$ cat config.mk
export PLATFORM = sky130hd
export DESIGN_NAME = dotp_shacc_flat
export DESIGN_NICKNAME = d
export VERILOG_FILES = /design/src/rtl/dotp_shacc_if.sv /design/src/rtl/dotp_shacc.sv /design/src/flat_wrapper.sv
export SDC_FILE = /design/constraint.sdc
export NUM_CORES = 1
export LEC_CHECK = 0
export CAP_MARGIN = 20
export CELL_PAD_IN_SITES_DETAIL_PLACEMENT = 1
export CELL_PAD_IN_SITES_GLOBAL_PLACEMENT = 1
export CORE_MARGIN = 5
export CORE_UTILIZATION = 43
export CTS_CLUSTER_SIZE = 16
export DETAILED_ROUTE_END_ITERATION = 12
export GPL_ROUTABILITY_DRIVEN = 0
export MAX_ROUTING_LAYER = met4
export PLACE_DENSITY = 0.83
export SYNTH_ARGS = -nofsm -noshare
export SYNTH_HDL_FRONTEND = slang
export SYNTH_SLANG_ARGS = --single-unit
export TNS_END_PERCENT = 5
$ cat constraint.sdc
create_clock -name clk -period 4.8 [get_ports clk]
set_input_delay 0.96 -clock clk [delete_from_list [all_inputs] [get_ports clk]]
set_output_delay 0.96 -clock clk [all_outputs]
set_load 0.03 [all_outputs]
$ cat src/rtl/dotp_shacc_if.sv
// Stream bundle between the dotp adder tree, the shift-accumulator and its result consumer.
// The sat flag exists only when DOTP_SHACC_SAT_EN is defined.
interface dotp_shacc_if #(
  parameter int IW = 8,
  parameter int AW = 32
);
  logic          in_valid;
  logic          in_ready;
  logic [IW-1:0] in_data;
  logic          in_first;
  logic          in_shift;
  logic          in_neg;
  logic          in_last;
  logic          out_valid;
  logic          out_ready;
  logic [AW-1:0] out_data;
  logic          err;
`ifdef DOTP_SHACC_SAT_EN
  logic          sat;

  modport master (
    output in_valid, in_data, in_first, in_shift, in_neg, in_last, out_ready,
    input  in_ready, out_valid, out_data, err, sat
  );

  modport slave (
    input  in_valid, in_data, in_first, in_shift, in_neg, in_last, out_ready,
    output in_ready, out_valid, out_data, err, sat
  );
`else
  modport master (
    output in_valid, in_data, in_first, in_shift, in_neg, in_last, out_ready,
    input  in_ready, out_valid, out_data, err
  );

  modport slave (
    input  in_valid, in_data, in_first, in_shift, in_neg, in_last, out_ready,
    output in_ready, out_valid, out_data, err
  );
`endif
endinterface

$ cat src/rtl/dotp_shacc.sv
// MSB-first bit-plane shift-accumulator behind the dotp adder tree, with a decoupled result register.
// Define DOTP_SHACC_SAT_EN for saturating shift/add and the sat result flag; default build wraps.
module dotp_shacc #(
  parameter int IW = 8,
  parameter int AW = 32
) (
  input logic         clk,
  input logic         rst,
  dotp_shacc_if.slave bus
);
  typedef enum logic {IDLE, ACC} state_t;

  state_t state;
  state_t state_next;

  logic signed [AW-1:0] acc;
  logic signed [AW-1:0] acc_next;
  logic signed [AW-1:0] base;
  logic signed [AW-1:0] x;
  logic signed [AW-1:0] addend;
  logic [AW-1:0]        out_data_q;
  logic                 out_valid_q;
  logic                 err_q;
  logic                 proto_err;
  logic                 in_ready;
  logic                 beat;
  logic                 consume;
  logic                 start;

  assign in_ready = !(out_valid_q && !bus.out_ready);
  assign beat     = bus.in_valid && in_ready;
  assign consume  = out_valid_q && bus.out_ready;
  // A beat in IDLE always opens a fresh vector, even if in_first was missing.
  assign start    = bus.in_first || (state == IDLE);
  assign x        = {{(AW-IW){bus.in_data[IW-1]}}, bus.in_data};

  always_ff @(posedge clk) begin
    if (rst) begin
      state <= IDLE;
    end else begin
      state <= state_next;
    end
  end

  always_comb begin
    state_next = state;
    proto_err  = 1'b0;
    if (beat) begin
      case (state)
        IDLE:    proto_err = !bus.in_first;
        ACC:     proto_err = bus.in_first;
        default: proto_err = 1'b0;
      endcase
      state_next = bus.in_last ? IDLE : ACC;
    end
  end

`ifdef DOTP_SHACC_SAT_EN
  localparam logic signed [AW-1:0] SMAX = {1'b0, {(AW-1){1'b1}}};
  localparam logic signed [AW-1:0] SMIN = {1'b1, {(AW-1){1'b0}}};

  logic signed [AW-1:0] sum;
  logic                 sat_acc;
  logic                 sat_beat;
  logic                 sat_q;

  // Once clamped, the accumulator is frozen until the next vector starts.
  always_comb begin
    base     = '0;
    if (!start) begin
      base = bus.in_shift ? (acc <<< 1) : acc;
    end
    addend   = bus.in_neg ? -x : x;
    sum      = base + addend;
    acc_next = sum;
    sat_beat = 1'b0;
    if (!start && sat_acc) begin
      acc_next = acc;
      sat_beat = 1'b1;
    end else if (!start && bus.in_shift && (acc[AW-1] != acc[AW-2])) begin
      acc_next = acc[AW-1] ? SMIN : SMAX;
      sat_beat = 1'b1;
    end else if ((base[AW-1] == addend[AW-1]) && (sum[AW-1] != base[AW-1])) begin
      acc_next = base[AW-1] ? SMIN : SMAX;
      sat_beat = 1'b1;
    end
  end

  always_ff @(posedge clk) begin
    if (rst) begin
      sat_acc <= 1'b0;
      sat_q   <= 1'b0;
    end else if (beat) begin
      sat_acc <= sat_beat;
      if (bus.in_last) begin
        sat_q <= sat_beat;
      end
    end
  end

  assign bus.sat = sat_q;
`else
  always_comb begin
    base = '0;
    if (!start) begin
      base = bus.in_shift ? (acc <<< 1) : acc;
    end
    addend   = bus.in_neg ? -x : x;
    acc_next = base + addend;
  end
`endif

  // A last beat may land in the same cycle the previous result drains, keeping out_valid high.
  always_ff @(posedge clk) begin
    if (rst) begin
      acc         <= '0;
      out_data_q  <= '0;
      out_valid_q <= 1'b0;
      err_q       <= 1'b0;
    end else begin
      if (beat) begin
        acc <= acc_next;
      end
      if (beat && bus.in_last) begin
        out_data_q  <= acc_next;
        out_valid_q <= 1'b1;
      end else if (consume) begin
        out_valid_q <= 1'b0;
      end
      if (proto_err) begin
        err_q <= 1'b1;
      end
    end
  end

  assign bus.in_ready  = in_ready;
  assign bus.out_valid = out_valid_q;
  assign bus.out_data  = out_data_q;
  assign bus.err       = err_q;
endmodule
$ cat src/flat_wrapper.sv
// flat-port wrapper written by rule: the top's interface ports become plain ports
module dotp_shacc_flat 
#(
  parameter int IW = 8,
  parameter int AW = 32
)
  (clk, rst, bus_in_valid, bus_in_data, bus_in_first, bus_in_shift, bus_in_neg, bus_in_last, bus_out_ready, bus_in_ready, bus_out_valid, bus_out_data, bus_err);
  dotp_shacc_if #(.IW(IW), .AW(AW)) bus_i ();
  input logic clk;
  input logic rst;
  input wire logic [$bits(bus_i.in_valid)-1:0] bus_in_valid;
  input wire logic [$bits(bus_i.in_data)-1:0] bus_in_data;
  input wire logic [$bits(bus_i.in_first)-1:0] bus_in_first;
  input wire logic [$bits(bus_i.in_shift)-1:0] bus_in_shift;
  input wire logic [$bits(bus_i.in_neg)-1:0] bus_in_neg;
  input wire logic [$bits(bus_i.in_last)-1:0] bus_in_last;
  input wire logic [$bits(bus_i.out_ready)-1:0] bus_out_ready;
  output wire logic [$bits(bus_i.in_ready)-1:0] bus_in_ready;
  output wire logic [$bits(bus_i.out_valid)-1:0] bus_out_valid;
  output wire logic [$bits(bus_i.out_data)-1:0] bus_out_data;
  output wire logic [$bits(bus_i.err)-1:0] bus_err;
  assign bus_i.in_valid = bus_in_valid;
  assign bus_i.in_data = bus_in_data;
  assign bus_i.in_first = bus_in_first;
  assign bus_i.in_shift = bus_in_shift;
  assign bus_i.in_neg = bus_in_neg;
  assign bus_i.in_last = bus_in_last;
  assign bus_i.out_ready = bus_out_ready;
  assign bus_in_ready = bus_i.in_ready;
  assign bus_out_valid = bus_i.out_valid;
  assign bus_out_data = bus_i.out_data;
  assign bus_err = bus_i.err;
  dotp_shacc #(.IW(IW), .AW(AW)) u_core (.clk(clk), .rst(rst), .bus(bus_i));
endmodule
After elaboration in Yosys (flattened, before gate mapping)
Cells that the tools add are included.
{"block": "totals", "latch_bits": 0, "out_inout_bits": 35, "rom_bits": 0, "mem_count": 0, "wordCells": 25, "ram_bits": 0, "inputBits": 16, "reg_bits": 67}
{"block": "classes", "multipliers": 0, "n_addsub": 2, "shifts": 0, "muxes": 8, "div_mod_pow": 0, "bitwise_logic": 1, "reduce_logical": 9, "n_eq_ne": 0, "n_lt_le_gt_ge": 0}
{"operator": "$mux W32", "count": 3}
{"operator": "$add A32 B32 Y32", "count": 1}
{"operator": "$neg A8 Y32", "count": 1}
{"operator": "$logic_and A1 B1 Y1", "count": 4}
{"operator": "$mux W1", "count": 4}
{"operator": "$logic_not A1 Y1", "count": 3}
{"operator": "$pmux W1 S2", "count": 1}
{"operator": "$reduce_bool A2 Y1", "count": 1}
{"operator": "$logic_or A1 B1 Y1", "count": 1}
{"operator": "$not A1 Y1", "count": 1}

Logic depth before layout (Yosys ltp)
{"block": "depth", "ltp_word": 6, "mapped_depth": 17, "mapped_depth_nobuf": 16}

Worst setup path after synthesis
OpenSTA, ideal clock, no wires.
{"block": "synth_path", "kind": "input port to flip-flop", "start": "in bus_in_data[2]", "end": "reg u_core.out_data_q[24] (netlist: u_core.bus.out_data[24])", "setup_time_ps": 76, "path_buffers": 0, "required_time_ps": 4724, "stages": 14, "path_slack_ps": 748, "arrival_time_ps": 3976, "path_cell_list": "nor3_1 nand3_1 or3_1 nand2b_1 ha_1 a21oi_1 ha_1 nand2_1 and2_1 o31a_1 a211oi_2 a41oi_1 mux2_4 o22ai_2"}
{"block": "synth_via", "elab_chain_len": 3}
{"item": "start: declaration", "line_no": "flat_wrapper.sv:12", "text": "input wire logic [$bits(bus_i.in_data)-1:0] bus_in_data;"}
{"item": "$neg A8 Y32", "line_no": "dotp_shacc.sv:108", "text": "addend = bus.in_neg ? -x : x;"}
{"item": "$mux W32 *", "line_no": "dotp_shacc.sv:108"}
{"item": "$add A32 B32 Y32 *", "line_no": "dotp_shacc.sv:109", "text": "acc_next = base + addend;"}
{"item": "end signal: assignment", "line_no": "dotp_shacc.sv:125", "text": "out_data_q <= acc_next;"}
{"item": "end: declaration", "line_no": "dotp_shacc.sv:21", "text": "logic [AW-1:0] out_data_q;"}
Every way passes the cells marked *; elsewhere a longest branch is shown, timed or not.
A chain may end at the register's enable or synchronous reset.

Worst setup path in the final report
{"block": "layout_path", "start": "in bus_in_data[3]", "end": "reg u_core.acc[28]"}
{"block": "layout_via", "elab_chain_len": 3}
{"item": "$neg A8 Y32", "line_no": "dotp_shacc.sv:108"}
{"item": "$mux W32 *", "line_no": "dotp_shacc.sv:108"}
{"item": "$add A32 B32 Y32 *", "line_no": "dotp_shacc.sv:109"}
{"item": "end signal: assignment", "line_no": "dotp_shacc.sv:122", "text": "acc <= acc_next;"}
{"item": "end: declaration", "line_no": "dotp_shacc.sv:16", "text": "logic signed [AW-1:0] acc;"}
Marks and branches as above.

==> impl_metrics.tcl <==
set metrics [dict create \
    status "finished, final reports clean" \
    yosys_register_bits 67 \
    n_antenna_cell 0 \
    wl_met1_mm 6.39 \
    synth_cells 649 \
    hp-class "reg -> reg" \
    relSlewSlack_pct 32.1 \
    critPathCaptureType "flip-flop" \
    ir_drop_uv 292 \
    numCtsBuffers 9 \
    cts_hold_buf 0 \
    synth.avg_cell_area_um2 7.57 \
    rsz0062_at_grt "no" \
    synth_nets 708 \
    initial_core_util_pct 43.4 \
    track_usage_pct 24.6 \
    yosysSeqAreaShare_pct 27.3 \
    synthTopCellsByArea "dfxtp_1 27%, ha_1 11%, nand2_1 10%, a21oi_1 8.4%, mux2i_1 6.3%" \
    dpl.hpwl_mm 12.4 \
    cts.sinks 67 \
    drt-total-wl_mm 16.1 \
    post-route-min-period_ps 4580 \
    wl_per_cell_um 19.0 \
    vias 4925 \
    syn_area_um2 4920 \
    yosysTopAreaCellShare_pct 27.3 \
    drt_first_iter_violations 255 \
    synth_edf_count 0 \
    cp_max_fo 5 \
    crit_path_start "bus_in_data[3]" \
    tns_ps 0 \
    final_common_cell "nand2_1" \
    grt_pass1_vias 5209 \
    final_nets 759 \
    route.detailed.drc 0 \
    ant_nets 0 \
    met2_length_mm 8.50 \
    clock_skew_ps 6.11 \
    cp-start-kind "input pin" \
    grt_max_degree 53 \
    die_area_um2 13700 \
    drv_cap 0 \
    numPortBuffers 50 \
    synth_ff_type "dfxtp_1" \
    hold_viol_final 0 \
    yosysTopAreaCell "dfxtp_1" \
    cts_buffer_depth 2 \
    die_w_um 117 \
    r2r-start "u_core.state" \
    io_pins 51 \
    overflow 0 \
    met3_length_um 465 \
    row_count 39 \
    cts_tree "yes" \
    leakage_nw 2.47 \
    post_dp_cell_area_um2 5640 \
    yosysWarnings 0 \
    antenna_found_initial 0 \
    ys_async_sr_fraction_pct 0 \
    hold_start "u_core.bus.out_data[4]" \
    path_clk_slew_ps 50 \
    highest_layer "met4" \
    core_area_um2 11300 \
    tightest_slew_ps 1010 \
    h-tree-depth 3 \
    design_area_um2 5960 \
    post-route-period-util_pct 95.5 \
    fp.dieH_um 117 \
    setup_viol 0 \
    drive_gt1_share_pct 7.24 \
    ys_types 48 \
    insertion_delay_ps 340 \
    syn_to_final_growth_pct 21.3 \
    dr.pass1.iters 4 \
    cts-root-buf "clkbuf_16" \
    worstSetupPathType "in -> reg" \
    final_max_slew_viol_count 0 \
    fillers 1412 \
    arrival_ps 4800 \
    max_freq_mhz 218 \
    mostFrequentLayoutCells "135 x nand2_1, 83 x a21oi_1, 67 x dfxtp_1" \
    grt_first_pass_wirelength_mm 25.7 \
    p_per_area_nw_per_um2 292 \
    vias_per_cell 5.81 \
    worstPathRequired_ps 5020 \
]
[flip-flops by register name, indices dropped and copies added (netlist names)]
| signal | cells |
|---|---|
| u_core.state | 1 |
| u_core.bus.err | 1 |
| u_core.acc | 32 |
| u_core.bus.out_data | 32 |
| u_core.bus.out_valid | 1 |
[where the power goes]
| part | switching, mW | leakage [nW] | internal (mW) |
|---|---|---|---|
| Combinational | 0.256 | 1.76 | 0.163 |
| Sequential | 0.0298 | 0.550 | 0.596 |
| Clock | 0.239 | 0.155 | 0.456 |
[area by class of cell]
type	instances	area (um2)	area share, %
Sequential cell	67	1340	22.5
Multi-Input combinational cell	537	3410	57.2
Clock inverter	1	30.0	0.503
Tap cell	143	179	3.00
Inverter	10	37.5	0.629
Clock buffer	14	284	4.76
Timing Repair Buffer	75	678	11.4
[logic make-up after synthesis]
kind of cell	Yosys count	share of synthesized area, %
multiplexers	33	6.85
AO/OA/AOI/OAI	179	22.4
XOR/XNOR	33	5.88
adder cells (fa/ha/maj)	43	11.1
buffers and inverters	45	3.44
AND/OR/NAND/NOR	249	23.0
flip-flops	67	27.3
[cell usage after synthesis, types with 2 or more instances]
cell / instances
clkbuf_1: 33
inv_1: 9
nor2_1: 30
nand2b_1: 12
nand2_1: 135
o21ai_1: 2
nor3_1: 7
nor3b_1: 2
a211oi_1: 7
and3_1: 5
o211ai_1: 6
nand3_1: 9
o21ai_0: 30
o21bai_1: 3
xnor2_1: 23
buf_1: 2
o31ai_1: 4
or3_1: 3
a22o_1: 12
nor2b_1: 32
a21boi_0: 2
nand4_1: 3
dfxtp_1: 67
a31oi_1: 4
xor2_1: 10
ha_1: 42
o31a_1: 3
a221o_1: 2
a21oi_1: 83
a211oi_2: 2
and2_1: 7
o22ai_2: 2
mux2i_1: 31
o21a_1: 5
a21o_1: 7
[stage by stage]
stage	instances	utilization (%)	total power, mW	worst slack (ps)	hold slack (ps)
final	847	52.7	1.74	215	461
after global routing	847	52.7	1.82	4.85	487
after CTS	847	52.6	1.75	168	463
after detailed placement	832	49.8	1.05	-75.4	453
after global placement	832	49.8	1.03	38.3	436
after floorplan	649	-	0.900	748	421
[metal layers]
layer  vias up  global-route usage [%]
li1       2372                       -
met1      2370                    25.6
met2       127                    45.1
met3        56                    3.55
met4         0                    12.3
met5         -                       -
[critical path, cell delays in order]
cell	delay (ps)
clkdlybuf4s50_1	430
nor3_1	280
nand3_1	140
or3_1	400
nand2b_1	180
ha_1	270
a21oi_1	240
ha_1	280
a21oi_2	110
and2_1	170
o31a_1	280
a211oi_2	370
a21oi_1	160
mux2i_1	170
a221o_1	370
[worst paths after layout]
kind	end	slack, ps	depth (start not counted)
worst max-delay path	u_core.acc[28]	220	15
worst min-delay path	u_core.bus.out_data[4]	460	2
worst max register to register	u_core.acc[28]	1390	11
worst min register to register	u_core.bus.out_data[4]	460	2
[repair_timing]
item / in CTS / in global routing
gates resized for setup: 0 / 2
buffers inserted: 0 / 0
endpoints found under the setup margin: 0 / 4
endpoints found under the hold margin: 0 / 0
Note: power is estimated with default switching activity, not from simulation.
